`src/rtl/pipe_rc_adder.sv`:
```
// Pipelined ripple-carry add/subtract: WIDTH bits split into STAGES slices, one register per slice.
// Optional signed-overflow output enabled by defining PIPE_RC_ADDER_OVF_EN.
module pipe_rc_adder #(
  parameter int WIDTH  = 16,
  parameter int STAGES = 4
) (
  input  logic             clk,
  input  logic             rst_n,
  input  logic             in_valid,
  output logic             in_ready,
  input  logic [WIDTH-1:0] a,
  input  logic [WIDTH-1:0] b,
  input  logic             cin,
  input  logic             sub,
  output logic             out_valid,
  input  logic             out_ready,
  output logic [WIDTH-1:0] sum,
`ifdef PIPE_RC_ADDER_OVF_EN
  output logic             ovf,
`endif
  output logic             cout
);

  localparam int CHUNK = WIDTH / STAGES;

  if ((STAGES < 1) || ((WIDTH % STAGES) != 0)) begin : g_bad_cfg
    $error("pipe_rc_adder: WIDTH must be a non-zero multiple of STAGES");
  end

  logic              adv_s;
  logic [STAGES-1:0] vld_q, vld_d;
  logic [STAGES-1:0] cry_q, cry_d;
  logic [WIDTH-1:0]  opa_q [STAGES];
  logic [WIDTH-1:0]  opa_d [STAGES];
  logic [WIDTH-1:0]  opb_q [STAGES];
  logic [WIDTH-1:0]  opb_d [STAGES];
  logic [WIDTH-1:0]  res_q [STAGES];
  logic [WIDTH-1:0]  res_d [STAGES];

  logic [STAGES-1:0] src_vld_s;
  logic [STAGES-1:0] src_cry_s;
  logic [WIDTH-1:0]  src_a_s   [STAGES];
  logic [WIDTH-1:0]  src_b_s   [STAGES];
  logic [WIDTH-1:0]  src_res_s [STAGES];
  logic [CHUNK:0]    slice_s   [STAGES];

  // Stall is global: everything moves only when the output slot is free or being taken.
  assign adv_s    = !vld_q[STAGES-1] || out_ready;
  assign in_ready = adv_s;

  // Per-stage source operands; bubbles enter as all-zero data so no X reaches the output.
  always_comb begin
    src_vld_s[0] = in_valid;
    src_a_s[0]   = in_valid ? a : {WIDTH{1'b0}};
    src_b_s[0]   = in_valid ? (b ^ {WIDTH{sub}}) : {WIDTH{1'b0}};
    src_cry_s[0] = in_valid & (sub | cin);
    src_res_s[0] = {WIDTH{1'b0}};
    for (int k = 1; k < STAGES; k++) begin
      src_vld_s[k] = vld_q[k-1];
      src_a_s[k]   = opa_q[k-1];
      src_b_s[k]   = opb_q[k-1];
      src_cry_s[k] = cry_q[k-1];
      src_res_s[k] = res_q[k-1];
    end
    for (int k = 0; k < STAGES; k++) begin
      slice_s[k] = {1'b0, src_a_s[k][k*CHUNK +: CHUNK]}
                 + {1'b0, src_b_s[k][k*CHUNK +: CHUNK]}
                 + {{CHUNK{1'b0}}, src_cry_s[k]};
    end
  end

  // Next state: each stage adds its slice and inserts it into the partial result.
  always_comb begin
    vld_d = vld_q;
    cry_d = cry_q;
    opa_d = opa_q;
    opb_d = opb_q;
    res_d = res_q;
    if (adv_s) begin
      vld_d = src_vld_s;
      for (int k = 0; k < STAGES; k++) begin
        cry_d[k] = slice_s[k][CHUNK];
        opa_d[k] = src_a_s[k];
        opb_d[k] = src_b_s[k];
        res_d[k] = src_res_s[k];
        res_d[k][k*CHUNK +: CHUNK] = slice_s[k][CHUNK-1:0];
      end
    end else begin
      vld_d = vld_q;
    end
  end

  // Pipeline registers.
  always_ff @(posedge clk or negedge rst_n) begin
    if (!rst_n) begin
      vld_q <= {STAGES{1'b0}};
      cry_q <= {STAGES{1'b0}};
      for (int k = 0; k < STAGES; k++) begin
        opa_q[k] <= {WIDTH{1'b0}};
        opb_q[k] <= {WIDTH{1'b0}};
        res_q[k] <= {WIDTH{1'b0}};
      end
    end else begin
      vld_q <= vld_d;
      cry_q <= cry_d;
      opa_q <= opa_d;
      opb_q <= opb_d;
      res_q <= res_d;
    end
  end

  assign out_valid = vld_q[STAGES-1];
  assign sum       = res_q[STAGES-1];
  assign cout      = cry_q[STAGES-1];

`ifdef PIPE_RC_ADDER_OVF_EN
  logic ovf_q, ovf_d;

  // Carry into the MSB is recovered as sum_msb ^ a_msb ^ b_msb.
  always_comb begin
    if (adv_s) begin
      ovf_d = slice_s[STAGES-1][CHUNK] ^ slice_s[STAGES-1][CHUNK-1]
            ^ src_a_s[STAGES-1][WIDTH-1] ^ src_b_s[STAGES-1][WIDTH-1];
    end else begin
      ovf_d = ovf_q;
    end
  end

  // Overflow flag register travels with the last stage.
  always_ff @(posedge clk or negedge rst_n) begin
    if (!rst_n) begin
      ovf_q <= 1'b0;
    end else begin
      ovf_q <= ovf_d;
    end
  end

  assign ovf = ovf_q;
`endif

endmodule

```
`config.mk`:
```
export PLATFORM = sky130hd
export DESIGN_NAME = pipe_rc_adder
export DESIGN_NICKNAME = d
export VERILOG_FILES = /design/src/rtl/pipe_rc_adder.sv
export SDC_FILE = /design/constraint.sdc
export NUM_CORES = 1
export LEC_CHECK = 0
export ABC_AREA = 1
export BUFFER_PORTS_ARGS = -buffer_cell sky130_fd_sc_hd__buf_4
export CAP_MARGIN = 10
export CORE_AREA = 3 3 98 100
export DETAILED_ROUTE_END_ITERATION = 8
export DIE_AREA = 0 0 101 103
export HOLD_SLACK_MARGIN = 0.03
export PLACE_DENSITY = 0.71
export SLEW_MARGIN = 5
export SYNTH_ARGS = -nofsm -noshare
export SYNTH_HDL_FRONTEND = slang
export SYNTH_SLANG_ARGS = --single-unit
```
`constraint.sdc`:
```
create_clock -name clk -period 1.6 [get_ports clk]
set_clock_uncertainty 0.1 [all_clocks]
set_input_delay 0.08 -clock clk [delete_from_list [all_inputs] [get_ports clk]]
set_output_delay 0.08 -clock clk [all_outputs]
set_load 0.05 [all_outputs]
```
==> results by group, run 1 <==
Run status
  – Run status: finished, violations left
  – Failing checks: negative setup slack

Flow run
  – Max-cap viol count: 0

Global routing
  – Global route overflow: 0
  – Global-route wire length before repair: 14800 um
  – Largest net degree at the start of global routing: 97
  – Gr usage total: 18.1%
  – Vias in the first global route: 3260
  – Initial antenna violation count: 0

Clock tree
  – Max Root-Sink Buffers: 2
  – H-Tree Depth: 3
  – Clk_lat worst skew: 0.37 ns
  – CTS tree: done
  – Root buf cell: clkbuf_8
  – CTS sink cnt: 96
  – CTS Buf Count: 9
  – Clk slew on worst S/H paths: 0.10 ns

STA
  – Worst rel slew slack: 65.5%
  – Final worst slack: -0.0639 ns
  – Max Freq: 0.601 GHz
  – Final setup fails: 3
  – Min Tclk post-route: 1.66 ns
  – Tcrit/Tclk final: 104%
  – Slew Viols, Final: 0
  – RSZ-0062 raised after global routing: true
  – Worst Tran Pin Value: 0.518 ns
  – Final hold viol count: 0
  – Worst hold margin: 0.0830 ns

Route
  – ANT nets after route: 0
  – DRC Markers: 0
  – Routed wire length: 8750 um
  – Number of iterations in the first detailed-routing pass: 4
  – DR WL/cell: 12.7 um
  – Drt initial violations: 173
  – Via/cell ratio: 4.87
  – Vias: 3344

Power
  – Leak Pwr: 2.76 nW
  – Design Power: 8.90 mW
  – Worst IR Drop VDD: 0.000555 V
  – P per Cell Area: 1640 nW/um2

Floorplan
  – Starting density of the core: 51.4%
  – DIE HEIGHT: 103 um
  – Core ar.: 8760 um2
  – Row count: 34
  – Die area: 10400 um2
  – Die X: 101 um
  – Ports: 57

Setup path
  – Worst-path maximum fanout: 2
  – Worst setup EP type: flop
  – Critical path arrival: 1.83 ns
  – Required time of the critical path: 1.76 ns
  – CP Class: reg -> reg
  – R2R setup slack: -0.06 ns
  – Crit start category: flop

Placement
  – PortBufs: 56
  – Setup WS pre-CTS: -0.232 ns
  – GPL Wtd Cong: 0.802
  – Dpl hpwl: 5770 um

Final layout
  – Fillcell total: 782
  – Area Growth Syn to Fin: 20.7%
  – Antenna diode count: 0
  – Layout cells sized above 1: 19.9%
  – Post-route core utilization: 62.1%
  – Post-layout nets: 633

Synthesis
  – Synth Instances: 505
  – #FFs+latches synth: 96
  – Avg Cell Area, Syn: 8.93 um2
  – Async S/R FF share, synth: 100%
  – EDFF count, synth: 0
  – Sequential area share after synthesis: 53.3%
  – Syn nets: 563
  – Synth Flop Type: dfrtp_1
  – Cell area after synthesis: 4510 um2
  – Netlist cell types: 22
  – Synth warn: 0

Worst hold path
  – Tightest Hold Check Type: in -> reg
==> where the power goes <==
part	internal, mW	total (mW)	switching, mW
combinational	1.34	3.65	2.31
clock	0.596	1.42	0.823
sequential	3.33	3.83	0.500
total	5.27	8.90	3.63
==> cell usage after synthesis (2+ instances only) <==
library cell,n,area (um2)
nand2_1,177,664
dfrtp_1,96,2400
o21ai_0,59,295
inv_1,44,165
buf_4,23,173
nor2_1,21,78.8
nand3_1,18,90.1
ha_1,12,150
xnor2_1,12,105
buf_2,9,45.0
fa_1,8,160
a21oi_1,5,25.0
buf_6,5,56.3
clkbuf_1,3,11.3
o21ai_1,3,15.0
or2_2,3,18.8
a31oi_1,2,12.5
==> per-layer routing <==
metal	part of all wire [%]	wire length [um]	vias to the layer above	global-route usage (%)
li1	-	-	1684	-
met1	46	4030	1575	25.2
met2	48	4160	75	28.0
met3	4.8	421	10	3.59
met4	1.6	140	0	7.16
met5	0	0	-	0
==> logic make-up after synthesis <==
| kind of cell | after synthesis | share of synthesized area (%) |
|---|---|---|
| buffers and inverters | 85 | 10.1 |
| xor gates and xnor gates | 13 | 2.53 |
| DFF | 96 | 53.3 |
| AOI/OAI and AO/OA | 71 | 8.02 |
| adders and majority gates | 20 | 6.88 |
| and+or+nand+nor | 220 | 19.2 |
==> cell type report <==
class / count / area (um2) / area share (%)
Sequential cell: 96 / 2400 / 44.2
Multi-Input combinational cell: 324 / 1710 / 31.3
Timing Repair Buffer: 99 / 855 / 15.7
Inverter: 45 / 171 / 3.15
Clock buffer: 10 / 138 / 2.53
Tap cell: 108 / 135 / 2.48
Clock inverter: 5 / 33.8 / 0.621
==> critical path: stages, from the launching register on <==
cell,delay (ns)
dfrtp_1,0.42
fa_2,0.41
fa_2,0.36
nand2_2,0.07
inv_2,0.04
o21ai_2,0.10
a21oi_1,0.07
==> metrics by stage <==
| stage | cells | TNS [ns] | area [um2] |
|---|---|---|---|
| finish | 687 | -0.107 | 5440 |
| global route | 687 | -0.441 | 5440 |
| CTS | 684 | -0.221 | 5370 |
| detailed placement | 642 | -1.04 | 4930 |
| global placement | 642 | -0.573 | 4930 |
| floorplan | 505 | -0.221 | 4530 |
==> path summary, 6_finish.rpt <==
| check | to | cells after the start | start |
|---|---|---|---|
| setup reg to reg | cry_q[3] | 6 | cry_q[2] |
| setup / recovery | cry_q[3] | 6 | cry_q[2] |
| min in group asynchronous | res_q[35] | 3 | rst_n |
| hold / removal | opa_q[56] | 4 | in_valid |
| hold reg to reg | opa_q[30] | 2 | opa_q[46] |
| max in group asynchronous | opa_q[53] | 3 | rst_n |
==> state kept, by name, summed over array words and instances (netlist names) <==
signal  flops
opb_q      24
vld_q       4
sum        16
cry_q       4
opa_q      24
res_q      24
==> layout by cell type (no fill, tap or decap), types with 2 or more instances in the layout <==
cell type / instances
a21oi_1: 3
a21oi_2: 2
a31oi_1: 2
buf_12: 3
buf_4: 69
clkbuf_8: 10
clkinv_2: 2
clkinvlp_4: 2
dfrtp_1: 96
dlygate4sd3_1: 25
fa_2: 8
ha_1: 12
inv_1: 40
inv_2: 4
nand2_1: 173
nand2_2: 4
nand3_1: 17
nor2_1: 21
o21ai_0: 53
o21ai_1: 8
or2_4: 2
xnor2_1: 12
==> what timing repair did <==
action                                 in CTS  in global routing
setup endpoints to repair                   9                 10
hold buffers                               25                  0
gates resized for setup                     7                 18
buffers inserted                            2                  3
endpoints found under the hold margin     120                  0
pin swaps                                   6                  3
No activity file was read; power rests on OpenSTA's default activity.
==> inputs of run 2 (changes only) <==
--- a/config.mk
+++ b/config.mk
@@ -8,11 +8,12 @@
 export ABC_AREA = 1
 export BUFFER_PORTS_ARGS = -buffer_cell sky130_fd_sc_hd__buf_4
 export CAP_MARGIN = 10
-export CORE_AREA = 3 3 98 100
+export CORE_AREA = 3 3 96 98
+export CTS_BUF_LIST = sky130_fd_sc_hd__clkbuf_8
 export DETAILED_ROUTE_END_ITERATION = 8
-export DIE_AREA = 0 0 101 103
-export HOLD_SLACK_MARGIN = 0.03
-export PLACE_DENSITY = 0.71
+export DIE_AREA = 0 0 99 101
+export HOLD_SLACK_MARGIN = 0.12
+export PLACE_DENSITY = 0.73
 export SLEW_MARGIN = 5
 export SYNTH_ARGS = -nofsm -noshare
 export SYNTH_HDL_FRONTEND = slang
==> run 2 against run 1 <==
Net effect: the flow still finishes with violations (negative setup slack); maximum frequency decreased by 2.6%; hold slack got worse by 0.036 ns; register-to-register slack got worse by 0.05 ns; non-clock buffer count increased by 9; global-route usage increased by 2.1 points; routed wire length increased by 8.1%; sequential cell count unchanged; sequential power about the same; first-iteration DRC count decreased by 16%; critical path depth decreased by 1; critical endpoint is now sum[14].
==> results by group, run 2 (same netlist as run 1, synthesis figures left out) <==
STA
  – RSZ-0062 raised after global routing: true
  – Final worst slack: -0.109 ns
  – Final setup fails: 4
  – Worst rel slew slack: 70.5%
  – Tcrit/Tclk final: 107%
  – Slew Viols, Final: 0
  – Max Freq: 0.585 GHz
  – Final hold viol count: 0
  – Min Tclk post-route: 1.71 ns
  – Worst Tran Pin Value: 0.442 ns

Setup path
  – Worst-path cell chain: fa_2 > fa_2 > nand2_2 > inv_2 > o31ai_1
  – Reg2reg path depth: 5
  – Crit start category: flop
  – Worst setup EP type: flop
  – Reg-to-Reg Start: opa_q[28]
  – Worst-path maximum fanout: 2
  – Critical path arrival: 1.86 ns
  – CP Class: reg -> reg
  – Worst stage delay on the critical path: 0.41 ns
  – Critical path's slowest cell: dfrtp_1
  – Most used cell, CP: fa_2
  – Worst Path Buf+Inv: 1
  – Worst path top cell family by delay: adder cells
  – End of the worst register-to-register path: sum[14]
  – R2R setup slack: -0.11 ns
  – Required time of the critical path: 1.75 ns

Route
  – Drt initial violations: 146
  – Via/cell ratio: 4.91
  – Number of iterations in the first detailed-routing pass: 4
  – DRC Markers: 0
  – Routed wire length: 9460 um
  – ANT nets after route: 0
  – DR WL/cell: 13.6 um
  – Vias: 3414

Final layout
  – Regs by FF count: opa_q: 24 flops, opb_q: 24 flops, res_q: 24 flops
  – Layout cells sized above 1: 18.7%
  – Most common cell after layout, fill and taps aside: nand2_1
  – Most frequent cells in the layout: nand2_1, dfrtp_1, buf_4
  – Area Growth Syn to Fin: 24.5%
  – Fillcell total: 702
  – Post-layout nets: 642
  – Cell area after layout: 5610 um2
  – Final cell count without fillers: 695
  – Area of the multi-input gates: 1700 um2
  – Register area: 2400 um2
  – Antenna diode count: 0

Floorplan
  – Die area: 10000 um2
  – Starting density of the core: 52.7%
  – Row count: 34
  – Die X: 99 um
  – Core ar.: 8550 um2
  – Ports: 57
  – DIE HEIGHT: 101 um

Placement
  – GPL Wtd Cong: 0.822
  – Placed cells: 639
  – PortBufs: 56
  – Dpl hpwl: 5900 um
  – Placed inst area: 4920 um2

Clock tree
  – Clk_lat worst skew: 0.35 ns
  – Root buf cell: clkbuf_8
  – Clk slew on worst S/H paths: 0.08 ns
  – CTS Buf Count: 9
  – CTS tree: done
  – H-Tree Depth: 3
  – Hold-fix buffers, CTS: 36
  – CTS sink cnt: 96
  – Max Root-Sink Buffers: 2

Global routing
  – Initial antenna violation count: 0
  – Global-route wire length before repair: 16100 um
  – Largest net degree at the start of global routing: 49
  – Global route overflow: 0
  – Gr usage total: 20.2%
  – Vias in the first global route: 3531

Power
  – Switching share of total power: 39.4%
  – Switching Power: 3.68 mW
  – Worst IR Drop VDD: 0.000602 V
  – Clk pwr share: 18.0%
  – Leak Pwr: 2.83 nW
  – Power share of the combinational group: 41.1%
  – Reg power frac: 41.0%
  – P per Cell Area: 1670 nW/um2
  – Internal Power: 5.67 mW

Worst hold path
  – Hold path depth: 4
  – Hold Path End: opb_q[41]
  – Tightest Hold Check Type: in -> reg
  – Hold_sp: out_ready

Run status
  – Run status: finished, violations left
  – Failing checks: negative setup slack

Flow run
  – Max-cap viol count: 0
run 2: cell types whose count changed in the layout (fill, tap and decap cells not counted), moves of 2 or more:
cell / previous run / this run
o21ai_2: 1 / 3
bufinv_16: 0 / 2
buf_4: 69 / 65
o21ai_1: 8 / 6
clkinv_2: 2 / 0
dlygate4sd3_1: 25 / 36
run 2: per-stage QoR:
stage / total power, mW / util, % / hold slack, ns / setup WS [ns] / TNS (ns)
5_1_grt: 10.0 / 65.6 / 0.0640 / -0.145 / -0.747
3_5_place_dp: 7.31 / 57.5 / -0.0309 / -0.233 / -0.983
6_report: 9.35 / 65.6 / 0.0465 / -0.109 / -0.186
3_3_place_gp: 7.15 / 57.5 / -0.0374 / -0.181 / -0.596
4_1_cts: 9.28 / 65.1 / 0.0445 / -0.0685 / -0.158
2_1_floorplan: 6.61 / - / -0.316 / -0.118 / -0.221
run 2: routing by layer:
metal,GRT usage [%],vias up,routed length (um)
met3,4.08,16,373
li1,-,1707,-
met2,34.7,76,4800
met5,0,-,0
met4,7.25,0,170
met1,25.4,1615,4110
run 2: cell type report:
class                   instances  area share [%]
inverters                      45            3.10
clock inverters                 4            1.27
well taps                     108            2.41
repair buffers                108            17.7
clock buffers                  10            2.45
flip-flops and latches         96            42.8
multi-input cells             324            30.3
run 2: power groups by stage:
stage	Combinational, mW	Sequential, mW	Clock (mW)
detailed placement	3.44	3.87	0
global route	4.27	3.94	1.81
CTS	3.73	3.83	1.72
finish	3.84	3.83	1.68
floorplan	2.79	3.82	0
global placement	3.31	3.83	0
run 2: what timing repair did:
| action | in CTS | in global routing |
|---|---|---|
| setup endpoints to repair | 9 | 18 |
| gates cloned | 1 | 0 |
| endpoints found under the hold margin | 141 | 7 |
| resized for setup | 11 | 14 |
| buffers inserted | 3 | 2 |
| pin swaps | 7 | 7 |
run 2: worst max-delay path by stage:
| stage | depth (start not counted) | to | slack, ns | startpoint |
|---|---|---|---|---|
| 2_1_floorplan | 7 | res_q[50] | -0.12 | sub |
| 3_3_place_gp | 7 | res_q[50] | -0.18 | b[0] |
| 3_5_place_dp | 7 | res_q[50] | -0.23 | sub |
| 4_1_cts | 6 | cry_q[3] | -0.07 | opa_q[28] |
| 5_1_grt | 5 | sum[14] | -0.14 | opa_q[28] |
| 6_report | 5 | sum[14] | -0.11 | opa_q[28] |
run 2: worst min-delay path, delay by kind of cell:
kind                   cells  cell delay (ns)
AOI/OAI and AO/OA          1             0.10
buffers and inverters      2             0.21
and+or+nand+nor            1             0.05
==> inputs of run 3 (changes only) <==
--- a/config.mk
+++ b/config.mk
@@ -5,7 +5,6 @@
 export SDC_FILE = /design/constraint.sdc
 export NUM_CORES = 1
 export LEC_CHECK = 0
-export ABC_AREA = 1
 export BUFFER_PORTS_ARGS = -buffer_cell sky130_fd_sc_hd__buf_4
 export CAP_MARGIN = 10
 export CORE_AREA = 3 3 96 98
==> run 3 against run 2 <==
Net effect: the flow still finishes with violations (negative setup slack); utilization is 1.1 points lower; cell count is 4.2% lower; synthesized cell count is 5.5% lower; clock-buffer cell count is 1 lower; combinational power hardly changed; first-iteration DRC count is 3.4% higher; total power is 0.79% lower; sequential power is 2% higher; design area is 1.7% lower; die area stayed put; non-clock buffer count is 2 lower.
==> results by group, run 3 <==
Synthesis
  – Cell area after synthesis: 4480 um2
  – Synth Instances: 477
  – Async S/R FF share, synth: 100%
  – Share of the synthesized area in the top cell type: 53.6%
  – Sequential area share after synthesis: 53.6%
  – #FFs+latches synth: 96
  – Synth top cells by count: nand2_1, dfrtp_1, buf_4
  – Netlist cell types: 28
  – EDFF count, synth: 0
  – Avg Cell Area, Syn: 9.40 um2
  – Synth warn: 0
  – Area leader, netlist: dfrtp_1
  – Synth Flop Type: dfrtp_1
  – Syn nets: 535
  – Most frequent cell after synthesis: nand2_1
  – Area contributors post-synth: dfrtp_1, nand2_1, fa_1

Power
  – Leak Pwr: 2.86 nW
  – P per Cell Area: 1680 nW/um2
  – Worst IR Drop VDD: 0.000584 V

STA
  – Worst Tran Pin Value: 0.487 ns
  – Final worst slack: -0.134 ns
  – Tcrit/Tclk final: 108%
  – Slew Viols, Final: 0
  – Worst rel slew slack: 67.5%
  – Final hold viol count: 0
  – RSZ-0062 raised after global routing: true
  – Min Tclk post-route: 1.73 ns
  – Max Freq: 0.577 GHz
  – Final setup fails: 7
  – Worst hold margin: 0.136 ns

Global routing
  – Gr usage total: 18.5%
  – Largest net degree at the start of global routing: 97
  – Global-route wire length before repair: 15000 um
  – Vias in the first global route: 3209
  – Global route overflow: 0
  – Initial antenna violation count: 0

Final layout
  – Most frequent cells in the layout: nand2_1, dfrtp_1, buf_4
  – Fillcell total: 687
  – Antenna diode count: 0
  – Most common cell after layout, fill and taps aside: nand2_1
  – Post-layout nets: 611
  – Regs by FF count: opa_q: 24 flops, opb_q: 24 flops, res_q: 24 flops
  – Post-route core utilization: 64.5%
  – Area Growth Syn to Fin: 23.0%
  – Layout cells sized above 1: 21.3%

Floorplan
  – Die X: 99 um
  – Core ar.: 8550 um2
  – DIE HEIGHT: 101 um
  – Ports: 57
  – Die area: 10000 um2
  – Starting density of the core: 52.4%
  – Row count: 34

Clock tree
  – CTS tree: done
  – Clk slew on worst S/H paths: 0.09 ns
  – CTS Buf Count: 9
  – Root buf cell: clkbuf_8
  – CTS sink cnt: 96
  – Max Root-Sink Buffers: 2
  – H-Tree Depth: 3
  – Clk_lat worst skew: 0.35 ns

Setup path
  – Crit start category: flop
  – Required time of the critical path: 1.74 ns
  – CP Class: reg -> reg
  – Worst-path cell chain: fa_2 > fa_2 > a21o_1 > a21oi_1 > a21oi_1
  – Critical path's slowest cell: fa_2
  – Worst-path maximum fanout: 2
  – Worst stage delay on the critical path: 0.42 ns
  – Critical path arrival: 1.87 ns
  – Worst path top cell family by delay: adder cells
  – Worst Path Buf+Inv: 0
  – Worst setup EP type: flop

Placement
  – GPL Wtd Cong: 0.809
  – PortBufs: 56
  – Dpl hpwl: 5370 um

Route
  – Vias: 3197
  – ANT nets after route: 0
  – Number of iterations in the first detailed-routing pass: 4
  – Via/cell ratio: 4.80
  – DRC Markers: 0
  – Routed wire length: 8370 um
  – Drt initial violations: 151
  – DR WL/cell: 12.6 um

Run status
  – Run status: finished, violations left
  – Failing checks: negative setup slack

Worst hold path
  – Tightest Hold Check Type: in -> reg

Flow run
  – Max-cap viol count: 0
[run 3: tightest hold or removal path, delay by kind of cell]
kind | cells | cell delay, ns
buf+inv | 1 | 0.11
fa+ha+maj | 1 | 0.22
compound gates | 1 | 0.05
simple gates | 1 | 0.10
[run 3: power breakdown]
part / leakage (nW) / switching (mW) / internal, mW
clock network: 0.101 / 0.835 / 0.726
registers: 1.21 / 0.544 / 3.35
logic: 1.55 / 2.31 / 1.51
[run 3: cell type report]
class                      count  area (um2)  share of cell area (%)
sequential                    96        2400                    43.6
multi-input combinational    329        1800                    32.6
timing repair buffer         106         935                    17.0
tap                          108         135                    2.45
clock buffer                   9         124                    2.25
clock inverter                 7        72.6                    1.32
inverter                      11        46.3                   0.840
[run 3: per-layer routing]
layer | part of all wire [%] | track usage, %
met4 | 1.2 | 5.99
met1 | 48 | 26.5
met2 | 47 | 28.8
met5 | 0 | 0
met3 | 3.7 | 3.25
[run 3: logic make-up (layout without fill, tap and decap cells)]
| group | after synthesis | in the layout | share of synthesized area, % |
|---|---|---|---|
| xor gates and xnor gates | 23 | 23 | 4.49 |
| and+or+nand+nor | 241 | 241 | 21.3 |
| AOI/OAI and AO/OA | 44 | 44 | 5.86 |
| DFF | 96 | 96 | 53.6 |
| adders and majority gates | 20 | 20 | 6.92 |
| muxes | 1 | 1 | 0.223 |
| buffers and inverters | 52 | 133 | 7.57 |
[run 3: what timing repair did]
action                                 in CTS  in global routing
setup buffers                               3                  3
setup endpoints to repair                  13                 17
gates resized for setup                    13                 10
pin swaps                                   5                 11
gates cloned                                1                  0
hold buffers                               29                  0
endpoints found under the hold margin     142                  0
[run 3: worst paths after layout]
kind	slack, ns	startpoint	cells past startpoint	end
max	-0.13	opb_q[28]	5	cry_q[3]
min	0.14	a[1]	4	res_q[49]
max reg2reg	-0.13	opb_q[28]	5	cry_q[3]
min reg2reg	0.37	vld_q[2]	2	vld_q[2]
max in group asynchronous	0.79	rst_n	3	vld_q[3]
min in group asynchronous	0.22	rst_n	3	opa_q[44]
[run 3: per-stage QoR]
| step | cell area (um2) | std cells | setup WS [ns] | power (mW) | setup TNS (ns) |
|---|---|---|---|---|---|
| floorplan | 4510 | 477 | -0.174 | 6.77 | -0.620 |
| global placement | 4890 | 614 | -0.130 | 7.30 | -0.483 |
| detailed placement | 4890 | 614 | -0.165 | 7.43 | -1.05 |
| CTS | 5470 | 663 | -0.159 | 9.25 | -0.364 |
| global route | 5510 | 666 | -0.202 | 10.0 | -0.896 |
| finish | 5510 | 666 | -0.134 | 9.28 | -0.297 |
